**src/rtl/ifu_icache_ctrl.sv**
```systemverilog
// ifu_icache_ctrl: control FSM for the 2-way, 512-set IFU instruction cache.
// Sequences tag/data lookups, issues one refill request per miss, writes the
// two 128-bit refill beats into the victim way, then writes the tag.
// Keeps a 1-bit-per-set LRU (bit = way to evict next).
// Optional build macro: ICACHE_FLUSH_EN (adds flush_req/flush_busy and FLUSH).
module ifu_icache_ctrl #(
  parameter int SETS   = 512,
  parameter int TAG_W  = 18,
  parameter int BEAT_W = 128,
  localparam int IDX_W = $clog2(SETS),
  localparam int LA_W  = TAG_W + IDX_W
) (
  input  logic              clk,
  input  logic              rst,
`ifdef ICACHE_FLUSH_EN
  input  logic              flush_req,
  output logic              flush_busy,
`endif
  input  logic              ifu_req_vld,
  input  logic [LA_W-1:0]   ifu_req_addr,
  output logic              ifu_req_rdy,
  output logic              ifu_rsp_vld,
  output logic              ifu_rsp_way,
  output logic              ifu_rsp_miss,
  output logic              arr_rd_en,
  output logic [IDX_W-1:0]  arr_rd_idx,
  input  logic              tag_hit_way0,
  input  logic              tag_hit_way1,
  output logic              refill_req_vld,
  output logic [LA_W-1:0]   refill_req_addr,
  input  logic              refill_req_rdy,
  input  logic              refill_data_vld,
  input  logic [BEAT_W-1:0] refill_data,
  output logic              arr_wr_en,
  output logic              arr_wr_way,
  output logic              arr_wr_bank,
  output logic [IDX_W-1:0]  arr_wr_idx,
  output logic [BEAT_W-1:0] arr_wr_data,
  output logic              tag_wr_en,
  output logic [1:0]        tag_wr_way_mask,
  output logic [TAG_W-1:0]  tag_wr_tag,
  output logic              tag_wr_vld
);

  localparam logic [2:0] S_IDLE     = 3'd0;
  localparam logic [2:0] S_LOOKUP   = 3'd1;
  localparam logic [2:0] S_MISS_REQ = 3'd2;
  localparam logic [2:0] S_REFILL_0 = 3'd3;
  localparam logic [2:0] S_REFILL_1 = 3'd4;
  localparam logic [2:0] S_DONE     = 3'd5;
`ifdef ICACHE_FLUSH_EN
  localparam logic [2:0] S_FLUSH    = 3'd6;
`endif

  logic [2:0]       state_q, state_d;
  logic [LA_W-1:0]  req_addr_q, req_addr_d;
  logic             victim_q, victim_d;
  logic [SETS-1:0]  lru_q;
  logic             lru_we, lru_bit;
  logic             hit, hit_way, accept, flush_pend;
  logic [IDX_W-1:0] idx;
  logic [TAG_W-1:0] tag;

  assign idx     = req_addr_q[IDX_W-1:0];
  assign tag     = req_addr_q[LA_W-1:IDX_W];
  assign hit     = tag_hit_way0 | tag_hit_way1;
  // way0 wins if both ways claim the line
  assign hit_way = ~tag_hit_way0;

`ifdef ICACHE_FLUSH_EN
  logic             flush_pend_q;
  logic [IDX_W-1:0] cnt_q;
  // a flush request seen this cycle already counts as pending
  assign flush_pend = flush_pend_q | flush_req;

  // flush pending latch and the set counter walked during FLUSH
  always_ff @(posedge clk or posedge rst) begin
    if (rst) begin
      flush_pend_q <= 1'b0;
      cnt_q        <= '0;
    end else begin
      flush_pend_q <= flush_pend && (state_q != S_IDLE);
      cnt_q        <= (state_q == S_FLUSH) ? cnt_q + 1'b1 : '0;
    end
  end
`else
  assign flush_pend = 1'b0;
`endif

  // new requests are taken from IDLE, or back-to-back behind a LOOKUP hit
  assign ifu_req_rdy = !rst && !flush_pend &&
                       ((state_q == S_IDLE) || ((state_q == S_LOOKUP) && hit));
  assign accept      = ifu_req_vld & ifu_req_rdy;
  assign arr_rd_en   = accept;
  assign arr_rd_idx  = accept ? ifu_req_addr[IDX_W-1:0] : '0;

  // next-state and output decode
  always_comb begin
    state_d         = state_q;
    req_addr_d      = req_addr_q;
    victim_d        = victim_q;
    lru_we          = 1'b0;
    lru_bit         = 1'b0;
    ifu_rsp_vld     = 1'b0;
    ifu_rsp_way     = 1'b0;
    ifu_rsp_miss    = 1'b0;
    refill_req_vld  = 1'b0;
    refill_req_addr = '0;
    arr_wr_en       = 1'b0;
    arr_wr_way      = 1'b0;
    arr_wr_bank     = 1'b0;
    arr_wr_idx      = '0;
    arr_wr_data     = '0;
    tag_wr_en       = 1'b0;
    tag_wr_way_mask = 2'b00;
    tag_wr_tag      = '0;
    tag_wr_vld      = 1'b0;
`ifdef ICACHE_FLUSH_EN
    flush_busy      = 1'b0;
`endif
    case (state_q)
      S_IDLE: begin
`ifdef ICACHE_FLUSH_EN
        if (flush_pend) state_d = S_FLUSH;
        else
`endif
        if (accept) begin
          req_addr_d = ifu_req_addr;
          state_d    = S_LOOKUP;
        end
      end
      S_LOOKUP: begin
        if (hit) begin
          ifu_rsp_vld = 1'b1;
          ifu_rsp_way = hit_way;
          lru_we      = 1'b1;
          lru_bit     = ~hit_way;
          if (accept) req_addr_d = ifu_req_addr;
          else        state_d    = S_IDLE;
        end else begin
          victim_d = lru_q[idx];
          state_d  = S_MISS_REQ;
        end
      end
      S_MISS_REQ: begin
        refill_req_vld  = 1'b1;
        refill_req_addr = req_addr_q;
        if (refill_req_rdy) state_d = S_REFILL_0;
      end
      S_REFILL_0, S_REFILL_1: begin
        if (refill_data_vld) begin
          arr_wr_en   = 1'b1;
          arr_wr_way  = victim_q;
          arr_wr_bank = (state_q == S_REFILL_1);
          arr_wr_idx  = idx;
          arr_wr_data = refill_data;
          if (state_q == S_REFILL_1) begin
            // tag goes in with the last beat so a partial line is never valid
            tag_wr_en       = 1'b1;
            tag_wr_way_mask = victim_q ? 2'b10 : 2'b01;
            tag_wr_tag      = tag;
            tag_wr_vld      = 1'b1;
            state_d         = S_DONE;
          end else begin
            state_d = S_REFILL_1;
          end
        end
      end
      S_DONE: begin
        ifu_rsp_vld  = 1'b1;
        ifu_rsp_way  = victim_q;
        ifu_rsp_miss = 1'b1;
        lru_we       = 1'b1;
        lru_bit      = ~victim_q;
        state_d      = S_IDLE;
      end
`ifdef ICACHE_FLUSH_EN
      S_FLUSH: begin
        flush_busy      = 1'b1;
        tag_wr_en       = 1'b1;
        tag_wr_way_mask = 2'b11;
        arr_wr_idx      = cnt_q;
        if (cnt_q == IDX_W'(SETS - 1)) state_d = S_IDLE;
      end
`endif
      default: state_d = S_IDLE;
    endcase
  end

  // state, captured request, victim way and LRU bits
  always_ff @(posedge clk or posedge rst) begin
    if (rst) begin
      state_q    <= S_IDLE;
      req_addr_q <= '0;
      victim_q   <= 1'b0;
      lru_q      <= '0;
    end else begin
      state_q    <= state_d;
      req_addr_q <= req_addr_d;
      victim_q   <= victim_d;
`ifdef ICACHE_FLUSH_EN
      if (state_q == S_FLUSH) lru_q <= '0;
      else
`endif
      if (lru_we) lru_q[idx] <= lru_bit;
    end
  end

`ifndef SYNTHESIS
  // both ways matching the same line means the tag array is corrupt
  a_one_hot_hit: assert property (@(posedge clk) disable iff (rst)
    (state_q == S_LOOKUP) |-> !(tag_hit_way0 && tag_hit_way1));
`endif

endmodule

```
**config.mk**
```make
export PLATFORM = sky130hd
export DESIGN_NAME = ifu_icache_ctrl
export DESIGN_NICKNAME = d
export VERILOG_FILES = /design/src/rtl/ifu_icache_ctrl.sv
export SDC_FILE = /design/constraint.sdc
export NUM_CORES = 1
export LEC_CHECK = 0
export CAP_MARGIN = 10
export CORE_UTILIZATION = 40
export CTS_CLUSTER_DIAMETER = 100
export CTS_CLUSTER_SIZE = 16
export DETAILED_ROUTE_END_ITERATION = 16
export REMOVE_ABC_BUFFERS = 1
export SYNTH_ARGS = -nofsm -noshare
export SYNTH_HDL_FRONTEND = slang
export SYNTH_SLANG_ARGS = --single-unit
```
**constraint.sdc**
```tcl
create_clock -name clk -period 19.35 [get_ports clk]
set_clock_uncertainty 0.05 [all_clocks]
set_input_delay 1.935 -clock clk [delete_from_list [all_inputs] [get_ports clk]]
set_output_delay 1.935 -clock clk [all_outputs]
set_load 0.03 [all_outputs]
```
==> results.ini, run 1 <==
[status]
status = finished, final reports clean

[placement]
io_buffers = 365
place_congestion = 0.9348
hpwlAfterDp_um = 61550
post_dp_cell_area_um2 = 31230
placed_cells = 3544
post-place-ws_ns = 11.44

[detailed_routing]
dr_wl_met3_um = 6551
dr.max_layer_used = met5
wl_met1_um = 37980
wirelength_um = 96610
postRouteAntennaNets = 0
wl_met2_um = 47510
viasPerCell = 6.259
firstDrtPassIters = 6
drtIter0Drc = 2307
drc_errors = 0
vias = 22560
wl_per_cell_um = 26.81

[timing]
fin_ws_ns = 11.37
finalCriticalPeriod_ns = 7.977
finalHoldViolations = 0
whs_ns = 0.4537
slew_headroom = 0.1338
slew_viol_final = 0
fmax_mhz = 125.4
setup_viol = 0
setup_tns_ns = 0
period_share = 0.4122
worst_pin_slew_ns = 1.299
rsz0062_at_grt = false

[power]
p_sw_mw = 1.317
power_density_nw_per_um2 = 99.84
swShare = 0.4083
sequentialPowerShare = 0.402
internal-power_mw = 1.909
p_leak_nw = 13.14
pwr-share-comb = 0.360
ir_drop_uv = 114.2
p_clk_frac = 0.238
totalPowerFinal_mw = 3.226

[setup_path]
cp-endpoint = arr_rd_en
worst-setup-path-type = in -> out
crit_arrival_ns = 5.99
crit_path_end_kind = primary output
startpoint_type = input pin
max_stage_delay_ns = 1.04
crit_fanout = 28
slowest_stage = a2111oi_2
startpoint = tag_hit_way1
rr_worst_depth = 9
path_cells = clkdlybuf4s50_1 > nor2_1 > a2111oi_2 > nand2_1 > inv_1 > clkdlybuf4s50_1
rr_startpoint = req_addr_q[0]
rrSetupSlack_ns = 14.18
crit_required_ns = 17.36
worst_r2r_endpoint = victim_q
crit_top_cell = clkdlybuf4s50_1

[yosys]
synthSimpleGateAreaFrac = 0.08265
post_synth_xor_area_fraction = 0
ys_seq_area_frac = 0.4937
ys_top_cells_by_area = dfrtp_1 49%, o31ai_1 14%, o21ai_0 9.5%
synth_edf_count = 0
synth_top_family_by_area = compound AO/OA/AOI/OAI gates
yosys_warnings = 0
synth.distinct_cells = 53
ys_async_sr_fraction = 1.000
syn_area_um2 = 27520
netlist.area_leader.share = 0.4937
syn_inst = 2607
muxShareOfSynthArea = 0.1093
synth_top_area_cell = dfrtp_1
synth_compound_area_frac = 0.2600
synth_area_per_cell_um2 = 10.56
synthAdderAreaFrac = 0
synthFlopType = dfrtp_1
ys_seq_elements = 543

[global_route]
grt_max_degree = 125
overflow = 0
grt_pass1_wl_um = 144200
grt_pass1_vias = 21420
grt_use_total = 0.2740
antenna_found_initial = 21

[cells_and_area]
multi_input_area_um2 = 12560
seq_area_um2 = 13600
area_growth_pct = 17.41
nNetsFinal = 2875
final_cell_mix = 540 x dfrtp_1, 523 x o21ai_0, 513 x o31ai_1, 365 x clkdlybuf4s50_1, 168 x and2_1
fillerInstances = 6178
final_layout_size_suffix_gt1_frac = 0.08140
layout_commonest_cell = dfrtp_1
final-instance-count-excl-fill = 3604
design_area_um2 = 32310
fin_util = 0.4778

[die]
ioPinCount = 366
die_h_um = 264.3
die_x_um = 264.3
start_util = 0.4069
core-area_um2 = 67630
die_area_um2 = 69860
num_rows = 95

[cts]
h-tree-depth = 2
ctsHoldBuffers = 0
cts.repair.resized = 0
cts.sinks = 543
post_cts_buffers = 0
cts_tree = done
clkLatencyLatePin_ns = 0.58
cts_inserted_buffers = 39
ctsRootBufferMaster = clkbuf_16
cts_buffer_depth = 3
clk_pin_slew_ns = 0.07

[flow_run]
maxCapViolCount = 0

[worst_hold_path]
hp-class = reg -> reg

[per-layer routing]
metal	vias up	track usage
met2	940	0.4642
met4	4	0.1235
met5	-	0
met3	177	0.04139
li1	10060	-
met1	11380	0.3461
[synth_stat cells (3+ instances only)]
cell       number
and3b_1         3
a311oi_1        3
mux2i_1        55
nor2b_1        12
o31ai_1       513
a31oi_1         4
nand4_1         8
o211ai_1        3
a211oi_1       10
nand3_1        24
o221ai_1        3
buf_1           3
a21o_1          9
nor3_1         13
a2111oi_0      12
and3_1         33
nand2_1       113
and2_1        169
buf_2          25
buf_6          10
nor4_1          3
buf_4           9
mux4_2        104
inv_1           6
nor2_1         20
o21ai_0       523
mux2_2          8
dfrtp_1       543
a32oi_1         4
buf_12          3
clkbuf_1      291
a21oi_1        14
a22oi_1         9
o21ai_1         3
nand2b_1       10
nor3b_1         3
o22ai_1         9
[how the worst min path moves through the flow]
stage / startpoint / slack (ns) / cells after the start / endpoint
final: lru_q[114] / 0.45 / 2 / lru_q[114]
after global routing: lru_q[351] / 0.48 / 2 / lru_q[351]
after CTS: lru_q[274] / 0.46 / 2 / lru_q[274]
after detailed placement: lru_q[274] / 0.44 / 2 / lru_q[274]
after global placement: lru_q[501] / 0.43 / 2 / lru_q[501]
after floorplan: req_addr_q[10] / 0.40 / 2 / req_addr_q[10]
[cell families after synthesis]
family          Yosys count
simple gates            419
buf+inv                 348
mux                     168
flops                   543
compound gates         1129
[sequential cells by signal (all words and copies together) (netlist names)]
signal,cells
lru_q,512
req_addr_q,27
state_q,3
victim_q,1
[critical path, delay by kind of cell]
family          cells  cell delay (ns)
buf+inv             3             2.06
simple gates        2             0.95
compound gates      1             1.04
[power by group through the flow]
stage                     logic (mW)  registers (mW)  clock network (mW)
after floorplan                0.620            1.35                   0
after detailed placement        1.15            1.32                   0
after global routing            1.22            1.30               0.824
final                           1.16            1.30               0.769
after CTS                       1.15            1.29               0.789
after global placement          1.14            1.31                   0
[layout make-up]
class                      count  area share
antenna                       16    0.001239
timing repair buffer         406      0.1226
inverter                       7    0.001045
tap                          873     0.03380
multi-input combinational   1716      0.3886
sequential                   543      0.4208
clock buffer                  43     0.03198
(Power assumes the default switching activity.)
==> run 2, diff against run 1 <==
==> constraint.sdc (replaced) <==
create_clock -name clk -period 7.4 [get_ports clk]
set_clock_uncertainty 0.05 [all_clocks]
set_input_delay 0.74 -clock clk [delete_from_list [all_inputs] [get_ports clk]]
set_output_delay 0.74 -clock clk [all_outputs]
set_load 0.03 [all_outputs]
==> run 2 against run 1 <==
  * Global-route usage is 0.18 points lower
  * Largest cell class unchanged
  * Sequential share of layout area decreased by 0.10 points
  * Critical path type unchanged
  * First-iteration DRC count grew 2.2%
  * Worst setup slack got worse by 9.6 ns
  * Final cell count did not move
  * Via count fell by 0.99%
  * Register-to-register slack worse by 11 ns
  * Hold slack improved by 0.0022 ns
  * Core utilization up 0.11 points
  * Sequential cell count unchanged
  * Highest routed layer unchanged
==> results.ini, run 2 (synthesis gave the netlist of run 1 again) <==
[placement]
hpwlAfterDp_um = 60560  ; -1.6%
io_buffers = 365  ; unchanged
post-place-ws_ns = 1.880  ; -9.556 ns
placed_cells = 3543  ; -0.028%
place_congestion = 0.9424  ; +0.81%

[setup_path]
crit_fanout = 28  ; unchanged
crit_path_end_kind = primary output
rr_startpoint = req_addr_q[2]
worst_r2r_endpoint = lru_q[407]
crit_arrival_ns = 4.79  ; -1.20 ns
crit_required_ns = 6.61  ; -10.75 ns
startpoint_type = input pin
worst-setup-path-type = in -> out
rr_worst_depth = 7  ; -2
rrSetupSlack_ns = 3.05  ; -11.13 ns

[cells_and_area]
largest_register_ffs = 512  ; unchanged
fillerInstances = 6191  ; +0.21%
nNetsFinal = 2875  ; unchanged
layout_commonest_cell = dfrtp_1
area_growth_pct = 17.69
largest-register = lru_q
reg_top3 = lru_q x512, req_addr_q x27, state_q x3
final-instance-count-excl-fill = 3604  ; unchanged
final_cell_mix = 540 x dfrtp_1, 523 x o21ai_0, 513 x o31ai_1, 365 x clkdlybuf4s50_1, 168 x and2_1
final_layout_size_suffix_gt1_frac = 0.08137  ; about the same

[power]
pwr-share-comb = 0.360  ; about the same
power_density_nw_per_um2 = 261.1  ; +160%
p_leak_nw = 13.18  ; +0.25%
ir_drop_uv = 225.8  ; +98%
sequentialPowerShare = 0.401  ; about the same
internal-power_mw = 5.020  ; +160%
p_sw_mw = 3.438  ; +160%
swShare = 0.4064  ; -0.001872
p_clk_frac = 0.238  ; about the same

[timing]
fmax_mhz = 179.1
setup_tns_ns = 0  ; unchanged
slew_headroom = 0.1787  ; +0.04496
worst_pin_slew_ns = 1.228  ; -0.07115 ns
rsz0062_at_grt = false
finalHoldViolations = 0  ; unchanged
slew_viol_final = 0  ; unchanged
fin_ws_ns = 1.816  ; -9.557 ns
finalCriticalPeriod_ns = 5.584
period_share = 0.7546
setup_viol = 0  ; unchanged
whs_ns = 0.4559  ; +0.002231 ns

[detailed_routing]
drtIter0Drc = 2357  ; +2.2%
viasPerCell = 6.197  ; -0.99%
vias = 22330  ; -0.99%
wl_per_cell_um = 26.57  ; -0.88%
postRouteAntennaNets = 0  ; unchanged
firstDrtPassIters = 7  ; +1
wirelength_um = 95750  ; -0.88%
drc_errors = 0  ; unchanged

[global_route]
grt_pass1_wl_um = 142900  ; -0.89%
grt_use_total = 0.2722  ; -0.001750
antenna_found_initial = 19  ; -9.5%
grt_pass1_vias = 21140  ; -1.3%
grt_max_degree = 159  ; +27%
overflow = 0  ; unchanged

[worst_hold_path]
holdPathStages = 2  ; unchanged
hp-class = reg -> reg
whs_endpoint = lru_q[126]
hp-start = lru_q[126]

[die]
die_h_um = 264.3  ; unchanged
num_rows = 95  ; unchanged
ioPinCount = 366  ; unchanged
core-area_um2 = 67630  ; unchanged
start_util = 0.4069  ; unchanged
die_x_um = 264.3  ; unchanged
die_area_um2 = 69860  ; unchanged

[flow_run]
maxCapViolCount = 0  ; unchanged

[status]
status = finished, final reports clean

[cts]
ctsHoldBuffers = 0  ; unchanged
h-tree-depth = 2  ; unchanged
cts_buffer_depth = 3  ; unchanged
cts_inserted_buffers = 39  ; unchanged
ctsRootBufferMaster = clkbuf_16
cts.repair.resized = 0  ; unchanged
cts.sinks = 543  ; unchanged
cts_tree = done
post_cts_buffers = 0  ; unchanged
clkLatencyLatePin_ns = 0.58  ; about the same
clk_pin_slew_ns = 0.06  ; about the same

-- run 2: final cells by class --
class	instances	area, um^2	share of cell area
well taps	873	1092	0.03372
repair buffers	406	4036	0.1246
diodes	15	37.54	0.001159
flip-flops and latches	543	13600	0.4198
multi-input cells	1716	12560	0.3877
clock buffers	44	1037	0.03202
inverters	7	33.78	0.001043
-- run 2: worst max path at each step --
stage	depth (start not counted)	startpoint	slack [ns]	endpoint
after CTS	6	tag_hit_way1	1.89	arr_rd_en
after detailed placement	6	tag_hit_way1	1.88	arr_rd_en
after global placement	6	tag_hit_way1	2.03	arr_rd_en
final	6	tag_hit_way1	1.82	arr_rd_en
after global routing	6	tag_hit_way1	1.61	arr_rd_en
after floorplan	1	rst	-8.57	lru_q[0]
-- run 2: through the flow --
stage	area (um^2)	total power, mW	util
6_report	32390	8.458	0.4789
3_5_place_dp	31300	6.470	0.4628
2_1_floorplan	26050	5.139	-
5_1_grt	32390	8.800	0.4789
3_3_place_gp	31300	6.429	0.4628
4_1_cts	32340	8.479	0.4781
-- run 2: power by group through the flow --
stage | logic, mW | clock network, mW | registers [mW]
after global routing | 3.23 | 2.16 | 3.40
after CTS | 3.04 | 2.06 | 3.38
final | 3.05 | 2.01 | 3.40
after global placement | 2.99 | 0 | 3.43
after floorplan | 1.62 | 0 | 3.52
after detailed placement | 3.03 | 0 | 3.44
-- run 2: layer usage --
metal | share of wire | GRT usage | vias up | wire (um)
li1 | - | - | 10050 | -
met4 | 0.037 | 0.1150 | 2 | 3545
met2 | 0.49 | 0.4527 | 851 | 47230
met5 | 0.00011 | 0 | - | 11
met3 | 0.063 | 0.04959 | 133 | 6052
met1 | 0.41 | 0.3485 | 11300 | 38920
-- run 2: worst max-delay path: stages --
cell and delay [ns]:
clkdlybuf4s50_1 0.52, nor2_1 0.10, a2111oi_2 1.04, nand2_1 0.84
inv_1 0.75, clkdlybuf4s50_1 0.80
